**config.mk**
```make
export PLATFORM = sky130hd
export DESIGN_NAME = pipe_hazard_ctrl
export DESIGN_NICKNAME = d
export VERILOG_FILES = /design/src/rtl/pipe_hazard_ctrl_pkg.sv /design/src/rtl/hazard_cmp.sv /design/src/rtl/pipe_hazard_ctrl.sv
export SDC_FILE = /design/constraint.sdc
export NUM_CORES = 1
export LEC_CHECK = 0
export ABC_AREA = 1
export BUFFER_PORTS_ARGS = -buffer_cell sky130_fd_sc_hd__buf_4
export CAP_MARGIN = 30
export CORE_MARGIN = 4
export CORE_UTILIZATION = 34
export CTS_CLUSTER_SIZE = 14
export DETAILED_ROUTE_END_ITERATION = 12
export GPL_ROUTABILITY_DRIVEN = 0
export PLACE_DENSITY = 0.65
export SLEW_MARGIN = 20
export SYNTH_ARGS = -nofsm -noshare
export SYNTH_HDL_FRONTEND = slang
export SYNTH_SLANG_ARGS = --single-unit
```
**constraint.sdc**
```tcl
create_clock -name clk -period 1.9 [get_ports clk]
set_input_delay 0.38 -clock clk [delete_from_list [all_inputs] [get_ports clk]]
set_output_delay 0.38 -clock clk [all_outputs]
set_load 0.05 [all_outputs]
```
**src/rtl/pipe_hazard_ctrl_pkg.sv**
```systemverilog
// Shared pipeline package: hazard FSM states, control bundle and
// default timing for the hazard controller.
package pipe_hazard_ctrl_pkg;

  typedef enum logic [1:0] {
    S_INIT     = 2'd0,
    S_RUN      = 2'd1,
    S_MEM_WAIT = 2'd2,
    S_ERR      = 2'd3
  } hz_state_e;

  localparam int unsigned INIT_CYCLES_DEF = 3;
  localparam int unsigned TIMEOUT_DEF     = 16;

  typedef struct packed {
    logic pc_en;
    logic ifid_en;
    logic ifid_flush;
    logic idex_flush;
    logic pipe_hold;
  } hz_ctrl_t;

  localparam hz_ctrl_t CTRL_INIT = '{
    pc_en: 1'b0, ifid_en: 1'b0,
    ifid_flush: 1'b1, idex_flush: 1'b1,
    pipe_hold: 1'b0
  };

  localparam hz_ctrl_t CTRL_RUN = '{
    pc_en: 1'b1, ifid_en: 1'b1,
    ifid_flush: 1'b0, idex_flush: 1'b0,
    pipe_hold: 1'b0
  };

  localparam hz_ctrl_t CTRL_BR = '{
    pc_en: 1'b1, ifid_en: 1'b1,
    ifid_flush: 1'b1, idex_flush: 1'b1,
    pipe_hold: 1'b0
  };

  localparam hz_ctrl_t CTRL_LU = '{
    pc_en: 1'b0, ifid_en: 1'b0,
    ifid_flush: 1'b0, idex_flush: 1'b1,
    pipe_hold: 1'b0
  };

  localparam hz_ctrl_t CTRL_HOLD = '{
    pc_en: 1'b0, ifid_en: 1'b0,
    ifid_flush: 1'b0, idex_flush: 1'b0,
    pipe_hold: 1'b1
  };

endpackage

```
**src/rtl/hazard_cmp.sv**
```systemverilog
// Load-use compare: a load in EX writing a register that the
// instruction in ID actually reads. x0 never creates a hazard.
module hazard_cmp (
  input  logic       md_ex,
  input  logic [4:0] rd_ex,
  input  logic [4:0] rs1_id,
  input  logic [4:0] rs2_id,
  input  logic       use_rs1_id,
  input  logic       use_rs2_id,
  output logic       hazard
);

  logic hit1;
  logic hit2;

  assign hit1 = use_rs1_id && (rs1_id == rd_ex);
  assign hit2 = use_rs2_id && (rs2_id == rd_ex);

  assign hazard = md_ex
               && (rd_ex != 5'd0)
               && (hit1 || hit2);

endmodule

```
**src/rtl/pipe_hazard_ctrl.sv**
```systemverilog
// Pipeline hazard controller: post-reset clear, memory stall with
// timeout, branch flush and load-use stall.
module pipe_hazard_ctrl
  import pipe_hazard_ctrl_pkg::*;
#(
  parameter int unsigned INIT_CYCLES = INIT_CYCLES_DEF,
  parameter int unsigned TIMEOUT     = TIMEOUT_DEF
) (
  input  logic        clk,
  input  logic        reset,
  input  logic        MD_ex,
  input  logic [4:0]  RD_ex,
  input  logic [4:0]  RS1_id,
  input  logic [4:0]  RS2_id,
  input  logic        use_rs1_id,
  input  logic        use_rs2_id,
  input  logic        branch_taken_ex,
  input  logic        mem_req,
  input  logic        mem_ready,
  output logic        pc_en,
  output logic        ifid_en,
  output logic        ifid_flush,
  output logic        idex_flush,
  output logic        pipe_hold,
  output logic        err,
  output logic [15:0] stall_cnt
);

  localparam logic [3:0] INIT_LAST = 4'(INIT_CYCLES - 1);
  localparam logic [7:0] TO_LAST   = 8'(TIMEOUT - 1);

  hz_state_e   state;
  hz_state_e   state_nx;
  hz_ctrl_t    ctrl;
  logic [3:0]  init_cnt;
  logic [7:0]  wait_cnt;
  logic        err_q;
  logic [15:0] stall_q;
  logic        lu_hazard;
  logic        hold;

  hazard_cmp u_cmp (
    .md_ex      (MD_ex),
    .rd_ex      (RD_ex),
    .rs1_id     (RS1_id),
    .rs2_id     (RS2_id),
    .use_rs1_id (use_rs1_id),
    .use_rs2_id (use_rs2_id),
    .hazard     (lu_hazard)
  );

  // In MEM_WAIT only mem_ready matters; a completing cycle is plain RUN.
  assign hold = (state == S_MEM_WAIT) ? !mem_ready
                                      : (mem_req && !mem_ready);

  always_comb begin
    ctrl     = CTRL_RUN;
    state_nx = state;
    unique case (state)
      S_INIT: begin
        ctrl = CTRL_INIT;
        if (init_cnt == INIT_LAST) state_nx = S_RUN;
      end
      S_RUN, S_MEM_WAIT: begin
        if (hold) begin
          ctrl = CTRL_HOLD;
          if (state == S_RUN)
            state_nx = S_MEM_WAIT;
          else if (wait_cnt == TO_LAST)
            state_nx = S_ERR;
        end else begin
          state_nx = S_RUN;
          if (branch_taken_ex)
            ctrl = CTRL_BR;
          else if (lu_hazard)
            ctrl = CTRL_LU;
        end
      end
      S_ERR: ctrl = CTRL_HOLD;
    endcase
  end

  always_ff @(posedge clk or negedge reset) begin
    if (!reset) begin
      state    <= S_INIT;
      init_cnt <= '0;
      wait_cnt <= '0;
      err_q    <= 1'b0;
      stall_q  <= '0;
    end else begin
      state <= state_nx;
      if (state == S_INIT)
        init_cnt <= init_cnt + 4'd1;
      // Held at zero outside MEM_WAIT, so it starts clear on entry.
      if (state == S_MEM_WAIT)
        wait_cnt <= wait_cnt + 8'd1;
      else
        wait_cnt <= '0;
      if (state_nx == S_ERR)
        err_q <= 1'b1;
      if (!ctrl.pc_en && (stall_q != 16'hFFFF))
        stall_q <= stall_q + 16'd1;
    end
  end

  assign pc_en      = ctrl.pc_en;
  assign ifid_en    = ctrl.ifid_en;
  assign ifid_flush = ctrl.ifid_flush;
  assign idex_flush = ctrl.idex_flush;
  assign pipe_hold  = ctrl.pipe_hold;
  assign err        = err_q;
  assign stall_cnt  = stall_q;

endmodule

```
==> results by group <==
Run status
  • Status: finished, violations left
  • Failing checks: negative setup slack

Critical path
  • Capture point of the worst reg-to-reg path: stall_cnt[1]
  • Worst-path cell chain: inv_2, ha_4, nor2_4, nor2_4, nor2_4, buf_4, a31o_4, buf_8
  • Most used cell, CP: nor2_4
  • Worst setup SP type: flip-flop
  • Worst r2r src: state[0]
  • Arrival time at the worst endpoint: about 1.6 ns
  • Largest stage delay, worst path: around 0.39 ns
  • Critical path type: reg2out
  • Slowest CP cell: dfrtp_1
  • WP buf/inv: 3
  • CP max FO: 3
  • Required time of the worst setup path: roughly 1.5 ns
  • FF-to-FF path depth: 12
  • Worst R2R Setup Slack: about 0.13 ns
  • CP top delay family: flip-flops
  • CP Capture Type: output port

Clock network
  • CTS Buf Count: 5
  • TritonCTS sink count: 31
  • Clock slew at reported path FFs: about 0.070 ns
  • Root Buffer: clkbuf_8
  • Longest Clk Path Bufs: 2
  • TritonCTS clock tree: done
  • Worst-skew pair later-pin latency: 0.28 ns
  • Number of H-tree levels: 2

Drt
  • Post-DR wirelength/cell: ~11 um
  • Drt first pass iters: 4
  • Final ANT Viol Nets: 0
  • Routed wire length: between 4 and 5 mm
  • Initial DRC count: slightly above 80
  • Vias: 1881
  • DRC: 0
  • Via/cell ratio: roughly 4.4

Pwr
  • Sequential share of power: 0.249
  • Pwr Total: ~3800 uW
  • Power Internal: between 2000 and 2500 uW
  • Peak supply drop: between 0.0007 and 0.0008 V
  • Pwr per Cell Area: ~1300 nW/um^2
  • Sw Pwr: around 1700 uW
  • P_leak: between 0.001 and 0.0015 uW
  • Logic pwr share: 0.597
  • Clock share of power: 0.153
  • Sw Ratio: 0.458

Yosys
  • Number of synthesized register bits: 31
  • Mapped cell area: ~2100 um^2
  • Post-Synthesis Cells: roughly 290
  • Syn Nets: roughly 320
  • Synthesized area per cell: roughly 7.4 um^2
  • Post-synthesis cell type count: 29
  • Yosys warns: 0
  • Post-synthesis sequential area ratio: 0.366

Global routing
  • Gr ovfl total: 0
  • Gr usage total: 0.126
  • Initial antenna violation count: 0
  • Global-route wire length before repair: ~8 mm
  • Largest net degree at the start of global routing: 32
  • Number of global-route vias before repair: ~1800

Final layout
  • Net count, final: between 300 and 400
  • Fin cells: approximately 420
  • # diodes: 0
  • Area delta synth->final: 34.0%
  • Layout cells sized above 1: 0.322
  • Most frequent cells in the layout: 86 x nand2_1, 53 x buf_4, 39 x inv_1, 30 x dfrtp_1, 21 x nor2_1
  • Fin util: 0.475
  • Most common cell after layout, fill and taps aside: nand2_1

Floorplanning
  • DIE HEIGHT: around 87 um
  • I/O pin count: 45
  • Core area: between 5000 and 6000 um^2
  • Chip Width: between 80 and 90 um
  • Placement row count: 28
  • Die Footprint: 7570 um^2
  • Starting Density: 0.354

Timing
  • Fmax: between 0.4 and 0.5 GHz
  • RSZ-0062 raised after global routing: true
  • TNS Setup: -0.411 ns
  • Skew final: 0.00754 ns
  • Tmin final: around 2.0 ns
  • Setup-failing EPs final: 5
  • Final hold vios: 0
  • Max-slew violations: 0
  • Final Cycle Share: 1.06
  • Worst Max-Slew Pin Slew: approximately 0.4 ns
  • Relative slew slack: 0.734
  • Worst setup margin: -0.115 ns

Place
  • Pre-CTS setup slack: about 0.053 ns
  • Placed cells: 409
  • IO buf count: 44
  • Final HPWL from detailed placement: about 3.4 mm

Flow run
  • Max cap viols: 0

Worst hold path
  • Hold Path Class: in2async
==> cell families (layout without fill, tap and decap cells) <==
| family | after synthesis | count (layout) | synth area share |
|---|---|---|---|
| compound gates | 22 | 22 | 0.0566 |
| xor+xnor | 11 | 11 | 0.0454 |
| fa+ha+maj | 9 | 9 | 0.0531 |
| buf+inv | 52 | 114 | 0.108 |
| flops | 31 | 31 | 0.366 |
| simple gates | 161 | 161 | 0.371 |
==> cell usage after synthesis <==
library cell   n  area, um^2
nor3_2         2        20.0
nand2_4        3        33.8
a31oi_1        1        6.26
buf_12         1        20.0
nor2_2         4        25.0
dfrtp_1       31         776
inv_2          3        11.3
nor3_1         2        10.0
a211oi_1       1        7.51
a21oi_1       10        50.1
nor2_4         1        11.3
buf_6          2        22.5
nand4_1        4        25.0
clkbuf_1       1        3.75
nor3_4         1        16.3
xor2_1         7        61.3
a21boi_0       1        7.51
nor4_1         1        6.26
xnor2_1        4        35.0
nand2_2        2        12.5
buf_4          1        7.51
nand3_2       12         120
a31o_2         1        8.76
inv_1         44         165
nand2_1       87         327
o21ai_0        8        40.0
nor2_1        24        90.1
nand3_1       18        90.1
ha_1           9         113
==> final cells by class <==
class                           count  area (um^2)
Sequential cell                    31          777
Multi-Input combinational cell    203         1210
Clock buffer                        7         96.3
Clock inverter                      1         7.51
Inverter                           47          183
Tap cell                           75         93.8
Timing Repair Buffer               59          477
Fill cell                         585         3150
==> flip-flops by register name, summed over array words and instances (netlist names) <==
name	cells
wait_cnt	8
init_cnt	4
state	2
err	1
stall_cnt	16
==> worst reg2reg max path, stage by stage, from the launching register on <==
cell and delay, ns:
dfrtp_1 0.39, inv_2 0.11, ha_4 0.17, nor2_4 0.04, nor2_4 0.11, nor2_4 0.06
buf_6 0.11, nand2_4 0.07, buf_4 0.11, buf_4 0.23, nand2_4 0.13, nand2_1 0.08
nand2_1 0.05
==> layer usage <==
metal / share of wire / GRT usage
met1: 0.45 / 0.157
met3: 0.027 / 0.0227
met2: 0.51 / 0.219
met5: 0 / 0
met4: 0.0096 / 0.0411
==> worst max-delay path by stage <==
stage / start / to / slack (ns) / cells past startpoint
final: state[0] / idex_flush / -0.12 / 8
after global routing: state[0] / ifid_en / -0.18 / 9
after global placement: state[1] / pipe_hold / 0.09 / 7
after CTS: state[0] / idex_flush / -0.15 / 9
after floorplan: state[0] / pc_en / -0.19 / 8
after detailed placement: state[1] / pipe_hold / 0.05 / 7
==> power groups by stage <==
stage	Sequential [uW]	Clock, uW	Combinational, uW
global route	964	621	2430
global placement	940	0	1930
detailed placement	950	0	1960
finish	941	579	2250
floorplan	1120	0	1320
CTS	942	604	2160
==> what timing repair did <==
action | in CTS | in global routing
pin swaps | 6 | 5
gates cloned | 0 | 0
gates resized for setup | 17 | 8
hold buffers | 0 | 0
setup endpoints to repair | 5 | 8
setup buffers | 3 | 3
==> stage by stage <==
step,instance area [um^2],hold WS (ns)
3_3_place_gp,2600,0.337
6_report,2840,0.0234
3_5_place_dp,2600,0.344
2_1_floorplan,2170,0.0844
4_1_cts,2800,0.0337
5_1_grt,2840,0.0545
Note: power is estimated with default switching activity, not from simulation.
